<file path="config.mk">
export PLATFORM = sky130hd
export DESIGN_NAME = csidh_fp_corr
export DESIGN_NICKNAME = d
export VERILOG_FILES = /design/src/rtl/csidh_fp_corr.sv
export SDC_FILE = /design/constraint.sdc
export NUM_CORES = 2
export LEC_CHECK = 0
export CAP_MARGIN = 20
export CORE_MARGIN = 1.5
export CORE_UTILIZATION = 49
export CTS_CLUSTER_DIAMETER = 200
export DETAILED_ROUTE_END_ITERATION = 12
export PLACE_DENSITY = 0.63
export SLEW_MARGIN = 20
export SYNTH_ARGS = -nofsm -noshare
export SYNTH_HDL_FRONTEND = slang
export SYNTH_SLANG_ARGS = --single-unit
</file>
<file path="constraint.sdc">
create_clock -name g_clk -period 17.9 [get_ports g_clk]
set_input_delay 1.79 -clock g_clk [delete_from_list [all_inputs] [get_ports g_clk]]
set_output_delay 1.79 -clock g_clk [all_outputs]
set_load 0.02 [all_outputs]
</file>
<file path="src/rtl/csidh_fp_corr.sv">
// csidh_fp_corr: final correction of a 9 x 57-bit CSIDH-512 element to
// its canonical residue mod p, one limb accepted and one limb emitted per cycle.
module csidh_fp_corr (
    input  logic        g_clk,
    input  logic        g_resetn,
    input  logic        in_valid,
    output logic        in_ready,
    input  logic [63:0] in_data,
    output logic        out_valid,
    input  logic        out_ready,
    output logic [63:0] out_data,
    output logic        out_last,
    output logic        busy
);
    localparam logic [63:0] MASK57 = 64'h01FF_FFFF_FFFF_FFFF;

    typedef enum logic [1:0] {IDLE, LOAD, EMIT} state_t;

    state_t      state_q;
    logic [63:0] limb_q [9];
    logic [3:0]  idx_q;
    logic [63:0] carry_q;
    logic        mask_q;

    logic [63:0] p_i;
    logic [63:0] t;
    logic [63:0] u;
    logic        in_fire;
    logic        out_fire;
    logic        at_last;

    function automatic logic [63:0] p_limb(input logic [3:0] i);
        case (i)
            4'd0:    p_limb = 64'h0181B90533C6C87B;
            4'd1:    p_limb = 64'h010DFA2BD6541A8D;
            4'd2:    p_limb = 64'h003307C2D3C9709C;
            4'd3:    p_limb = 64'h00ACFE6AA0EA2CE6;
            4'd4:    p_limb = 64'h01322C9CDA7AAC6C;
            4'd5:    p_limb = 64'h00446212D7DFE634;
            4'd6:    p_limb = 64'h01312AD0B420EBB7;
            4'd7:    p_limb = 64'h017FF91561A2BC7C;
            4'd8:    p_limb = 64'h0065B48E8F740F89;
            default: p_limb = 64'h0;
        endcase
    endfunction

    assign in_ready  = (state_q != EMIT);
    assign out_valid = (state_q == EMIT);
    assign busy      = (state_q != IDLE);
    assign at_last   = (idx_q == 4'd8);
    assign in_fire   = in_valid & in_ready;
    assign out_fire  = out_valid & out_ready;

    assign p_i = p_limb(idx_q);
    assign t   = in_data - p_i + carry_q;
    // mask_q set means A - p went negative, so p is added back limb by limb
    assign u   = limb_q[idx_q] + (mask_q ? p_i : 64'h0) + carry_q;

    assign out_data = !out_valid ? 64'h0 : (at_last ? u : (u & MASK57));
    assign out_last = out_valid & at_last;

    always_ff @(posedge g_clk or negedge g_resetn) begin
        if (!g_resetn) begin
            state_q <= IDLE;
            idx_q   <= 4'd0;
            carry_q <= 64'h0;
            mask_q  <= 1'b0;
            for (int k = 0; k < 9; k++) limb_q[k] <= 64'h0;
        end else begin
            case (state_q)
                IDLE, LOAD: begin
                    if (in_fire) begin
                        if (at_last) begin
                            limb_q[8] <= t;
                            mask_q    <= t[63];
                            carry_q   <= 64'h0;
                            idx_q     <= 4'd0;
                            state_q   <= EMIT;
                        end else begin
                            limb_q[idx_q] <= t & MASK57;
                            carry_q       <= $signed(t) >>> 57;
                            idx_q         <= idx_q + 4'd1;
                            state_q       <= LOAD;
                        end
                    end
                end
                EMIT: begin
                    if (out_fire) begin
                        if (at_last) begin
                            state_q <= IDLE;
                            idx_q   <= 4'd0;
                            carry_q <= 64'h0;
                            mask_q  <= 1'b0;
                        end else begin
                            carry_q <= $signed(u) >>> 57;
                            idx_q   <= idx_q + 4'd1;
                        end
                    end
                end
                default: state_q <= IDLE;
            endcase
        end
    end
endmodule

</file>
After elaboration in Yosys (flattened, before gate mapping)
Memory sizes are Yosys's and may differ from the RTL's.
Cells that the tools add are included.
{"block": "totals", "out_inout_bits": 68, "rom_bits": 912, "in_bits": 68, "n_memories": 1, "reg_bits": 647, "wordCells": 73}
{"memory": "(no name shown)", "depth": 16, "word_bits": 57, "read_ports": 1, "rd_clocked_by_memory_dff": 0, "write_ports": 0, "line_no": "33", "source": "case (i)"}
{"block": "op_classes", "reduce_logical": 10, "bitwise": 5, "magnitude_cmp": 2, "mux": 29, "n_eq_ne": 8, "add_sub_neg": 5}
{"cell": "64-bit 2-to-1 mux", "count": 11}
{"cell": "576-bit bitwise mux", "count": 1}
{"cell": "64-bit binary-select mux with 4-bit select", "count": 1}
{"cell": "64-bit demux with 4-bit select", "count": 1}
{"cell": "64-bit adder", "count": 3}
{"cell": "64-bit case mux with 2 select lines", "count": 1}
{"cell": "64-bit subtractor", "count": 1}
{"cell": "4-bit 2-to-1 mux", "count": 3}
{"cell": "3-bit AND reduction", "count": 3}
{"cell": "2-bit 2-to-1 mux", "count": 4}
{"cell": "4-bit case mux with 2 select lines", "count": 1}
{"cell": "2-bit != test (second input constant)", "count": 3}
{"cell": "5-bit >= comparator (second input constant)", "count": 1}
{"cell": "5-bit by 1-bit < comparator with 1-bit output (second input constant)", "count": 1}
{"cell": "4-bit inverter with 5-bit output", "count": 1}
{"cell": "5-bit AND reduction", "count": 1}
{"cell": "4-bit by 1-bit adder with 4-bit output (second input constant)", "count": 1}
{"cell": "4-bit == test (second input constant)", "count": 1}
{"cell": "1-bit 2-to-1 mux", "count": 4}
{"cell": "2-bit by 1-bit != test with 1-bit output (second input constant)", "count": 2}
{"cell": "2-bit case mux with 2 select lines", "count": 1}
{"cell": "2-bit nonzero test", "count": 2}
{"cell": "1-bit bitwise AND", "count": 3}
{"cell": "2-bit by 1-bit == test with 1-bit output (second input constant)", "count": 1}
{"cell": "other kinds (7)", "count": 7}

Longest topological paths before layout
{"block": "depth", "depth_word": 9, "depth_mapped": 26, "mapped_depth_nobuf": 21}

Worst setup path before layout
Ideal clock, no wire load.
{"block": "synth_timing", "kind": "reg2out", "startpoint": "register carry_q[62]", "endpoint": "output out_data[63]", "t_required_ns": 16.110, "path_stages_with_launch": 15, "n_path_buf": 1, "arrival_time_ns": 7.656, "slack_ns": 8.454, "path_cell_list": "dfrtp_1 -> fa_1 -> ha_1 -> buf_2 -> a21oi_1 -> o221ai_1 -> a21o_1 -> a221oi_2 -> or4_4 -> a21oi_4 -> o21ai_1 -> a21oi_1 -> nor4_1 -> xnor2_1 -> nor2_1"}
{"block": "synth_via", "elab_chain_len": 3}
{"element": "start: declaration", "line_no": "22", "source": "logic [63:0] carry_q;"}
{"element": "start signal: assignment", "line_no": "81", "source": "carry_q <= $signed(t) >>> 57;"}
{"element": "start signal: assignment", "line_no": "95", "source": "carry_q <= $signed(u) >>> 57;"}
{"element": "64-bit adder", "line_no": "57", "source": "assign u = limb_q[idx_q] + (mask_q ? p_i : 64'h0) + carry_q;"}
{"element": "64-bit 2-to-1 mux (2 in a row)", "line_no": "59", "source": "assign out_data = !out_valid ? 64'h0 : (at_last ? u : (u & MASK57));"}
{"element": "end: declaration", "line_no": "11", "source": "output logic [63:0] out_data,"}
Every way passes these cells.

Worst setup path after layout
{"block": "layout_timing", "startpoint": "register idx_q[2]", "endpoint": "output out_data[62]"}
{"block": "layout_via", "elab_chain_len": 8, "elab_cells_between_ends": 11, "cone_classes": "add/sub (2); eq/ne (1); mux (6); bitwise (1); memory (1)"}
{"element": "start: declaration", "line_no": "21", "source": "logic [3:0] idx_q;"}
{"element": "start signal: assignment", "line_no": "82", "source": "idx_q <= idx_q + 4'd1;"}
{"element": "start signal: assignment", "line_no": "96", "source": "idx_q <= idx_q + 4'd1;"}
{"element": "4-bit inverter with 5-bit output (implied by the code)", "line_no": "57"}
{"element": "64-bit binary-select mux with 4-bit select", "line_no": "57"}
{"element": "64-bit 2-to-1 mux (implied by the code) (2 in a row)", "line_no": "57"}
{"element": "64-bit adder (2 in a row)", "line_no": "57"}
{"element": "64-bit 2-to-1 mux * (2 in a row)", "line_no": "59"}
Mark *: on every way between the ends. The rest lies on a longest branch, timed or not. The select of a mux whose other input is x is not followed.

==> summary.md <==
| Metric | Value |
|---|---|
| Final WL | `roughly 110000 um` |
| Setup-failing EPs final | `0` |
| Post-synthesis sequential area ratio | `0.391` |
| Met1 WL | `49400 um` |
| Met3 routed WL | `9990 um` |
| Post-DR wirelength/cell | `25.1 um` |
| Highest routed layer | `met4` |
| Die width | `267 um` |
| GRT Util Overall | `0.314` |
| Async SR Flop Fraction | `1.00` |
| Commonest cells in the netlist | `591 x nand2_1, 534 x dfrtp_1, 451 x o21ai_0, 205 x clkbuf_1, 189 x nor2_1` |
| Post-route insts no fill | `4432` |
| Number of library cell types mapped by synthesis | `76` |
| Slowest cell delay on critical path | `0.87 ns` |
| DRT antenna net count | `0` |
| Final Hold Viols | `0` |
| Crit path buf inv count | `6` |
| Clock transition at path regs | `0.06 ns` |
| Iteration count of the initial detailed-routing pass | `6` |
| Fin nets | `between 3000 and 4000` |
| Worst-path cell chain | `buf_4, inv_1, nor2_4, buf_4, inv_1, nor2_1, nor2_1, inv_1, fa_1, ha_1, a21oi_1, a31oi_1, a211o_1, a31oi_1, o21ai_0, a21oi_1, o21ai_1, a31oi_1, xor2_1, nor2_1, clkdlybuf4s50_1` |
| Die Outline Area | `roughly 70000 sq um` |
| Post-synth EDFFs | `0` |
| Detailed Place HPWL | `77600 um` |
| Post-CTS Setup Repair Bufs | `0` |
| Initial drt markers | `2954` |
| Post-Place Worst Slack | `8.53 ns` |
| Worst Setup Slack, final | `7.79 ns` |
| # Max-Cap Violations | `0` |
| Port bufs | `between 100 and 150` |
| Max Freq | `0.0989 GHz` |
| Mapped Area | `34200 sq um` |
| Vias in the first global route | `27200` |
| Clk buf depth | `3` |
| Post-layout min period | `10.11 ns` |
| Worst Path Arrival | `roughly 8.3 ns` |
| DRC | `0` |
| Die Y | `267 um` |
| Total grt overflow | `0` |
| Final worst-path cycle share | `0.565` |
| RSZ-0062 raised after global routing | `false` |
| Setup TNS | `0 ns` |
| Critical path peak fanout | `67` |
| Most frequent cell after synthesis | `nand2_1` |
| # resized after CTS | `0` |
| Core area | `68800 sq um` |
| Top cells by area, synth | `dfrtp_1 39%, mux4_2 7.5%, fa_1 6.6%, o21ai_0 6.6%, nand2_1 6.5%` |
| WP data required | `16.11 ns` |
| Worst slew margin | `0.0515` |
| Initial Util | `0.497` |
| Clock Latency Late Sink | `between 0.6 and 0.7 ns` |
| Yosys Warn Count | `0` |
| Gpl congestion | `0.995` |
| Routed met2 length | `slightly below 50000 um` |
| Largest net degree at the start of global routing | `177` |
| Hold Buf Count CTS | `0` |
| CTS sink cnt | `534` |
| Status | `completed` |
| Global-route wire length before repair | `between 150000 and 200000 um` |
| Delay-heaviest family, CP | `buffers and inverters` |
| Root Driver | `clkbuf_16` |
| FF+latch count, synth | `534` |
| Routed vias | `27300` |
| Area Overhead vs Synth | `11.4%` |
| H-Tree Depth | `2` |
| Antenna violations before repair | `0` |
| Post-synth top area cell | `dfrtp_1` |
| Critical-path top delay cell | `buf_4` |
| CTS tree | `yes` |
| Via density | `6.16` |
| Main synth FF type | `dfrtp_1` |
| Layout cells sized above 1 | `0.129` |
| Placed insts | `about 4300` |
| Post-synthesis cell count | `approximately 3500` |
| Yosys top cell area share | `0.391` |
| Fin. max-slew vios | `0` |
| Critical path class | `flop to output pin` |
| Net Count, Synth | `3798` |
| Syn_area_per_cell | `about 10 sq um` |
| Worst Max-Slew Pin Slew | `1.41 ns` |
| Worst Hold Class | `flop to flop` |
| Top Ports | `approximately 140` |
| Clk_skew | `0.0280 ns` |
| Startpoint types | `flop` |
| Rows | `96` |
| Diode count | `0` |
| Cts bufs inserted | `between 50 and 60` |
| CP endpoint kind | `output pin` |
-- cells in the final DEF (no fill, tap or decap), drive strengths merged, types with 15 or more instances in the layout --
| cell type | netlist | final |
|---|---|---|
| dfrtp | 534 | 534 |
| nand3 | 34 | 34 |
| and3 | 20 | 20 |
| mux4 | 114 | 114 |
| clkdlybuf4s50 | 0 | 134 |
| mux2 | 178 | 178 |
| xor2 | 53 | 53 |
| a21oi | 179 | 179 |
| a21o | 101 | 101 |
| nor3 | 20 | 20 |
| nor2 | 189 | 189 |
| fa | 113 | 113 |
| nand4 | 45 | 45 |
| o21bai | 23 | 23 |
| o21ai | 467 | 467 |
| buf | 28 | 36 |
| clkbuf | 205 | 82 |
| and2 | 18 | 18 |
| xnor2 | 73 | 73 |
| inv | 87 | 90 |
| nand2 | 591 | 591 |
| ha | 153 | 153 |
| a22oi | 58 | 58 |
| a31oi | 25 | 25 |
| a211oi | 15 | 15 |
-- worst min-delay path: stages (launching register included) --
cell and delay (ns):
dfrtp_1 0.33, nand2_1 0.05, o21ai_0 0.06
-- area by class of cell --
| type | count | area, sq um |
|---|---|---|
| clock inverter | 18 | 216 |
| timing repair buffer | 171 | 1680 |
| sequential | 534 | 13400 |
| inverter | 89 | 335 |
| tap | 931 | 1160 |
| fill | 6142 | 30700 |
| multi-input combinational | 2608 | 19700 |
| clock buffer | 81 | 1610 |
-- metrics by stage --
stage	area, sq um	util	hold slack (ns)
after global placement	36200	0.526	0.456
after detailed placement	36200	0.526	0.466
final	38100	0.553	0.475
after floorplan	34200	-	0.438
after CTS	38000	0.552	0.479
after global routing	38100	0.553	0.484
-- registers in the layout, indices dropped and copies added, names as in the netlist --
name / count
carry_q: 7
idx_q: 4
limb_q: 520
mask_q: 1
state_q: 2
-- cell families (layout without fill, tap and decap cells) --
logic type / count (synthesis) / after routing / share of synthesized area
XOR/XNOR: 126 / 126 / 0.0325
adder cells (fa/ha/maj): 266 / 266 / 0.122
multiplexers: 292 / 292 / 0.134
buffers and inverters: 322 / 359 / 0.0357
AO/OA/AOI/OAI: 952 / 952 / 0.165
AND/OR/NAND/NOR: 972 / 972 / 0.120
flip-flops: 534 / 534 / 0.391
-- per-layer routing --
metal  global-route usage  up-vias
met5                    0        -
met4               0.0872        0
met3               0.0655      161
met2                0.473     1169
met1                0.458    13700
li1                     -    12200
-- path summary, 6_finish.rpt --
path / start / endpoint / slack, ns / depth (start not counted)
hold reg to reg: limb_q[538]$_DFFE_PN0P_ / limb_q[538]$_DFFE_PN0P_ / 0.48 / 2
setup reg to reg: idx_q[2]$_DFFE_PN0P_ / carry_q[5]$_DFFE_PN0P_ / 10.09 / 21
setup / recovery: idx_q[2]$_DFFE_PN0P_ / out_data[62] / 7.79 / 21
min in group asynchronous: g_resetn / limb_q[214]$_DFFE_PN0P_ / 1.02 / 1
hold / removal: limb_q[538]$_DFFE_PN0P_ / limb_q[538]$_DFFE_PN0P_ / 0.48 / 2
max in group asynchronous: g_resetn / limb_q[54]$_DFFE_PN0P_ / 14.92 / 4
Power is not shown: default switching activity piles up to over one toggle a cycle in this logic, so the estimate is an artifact.
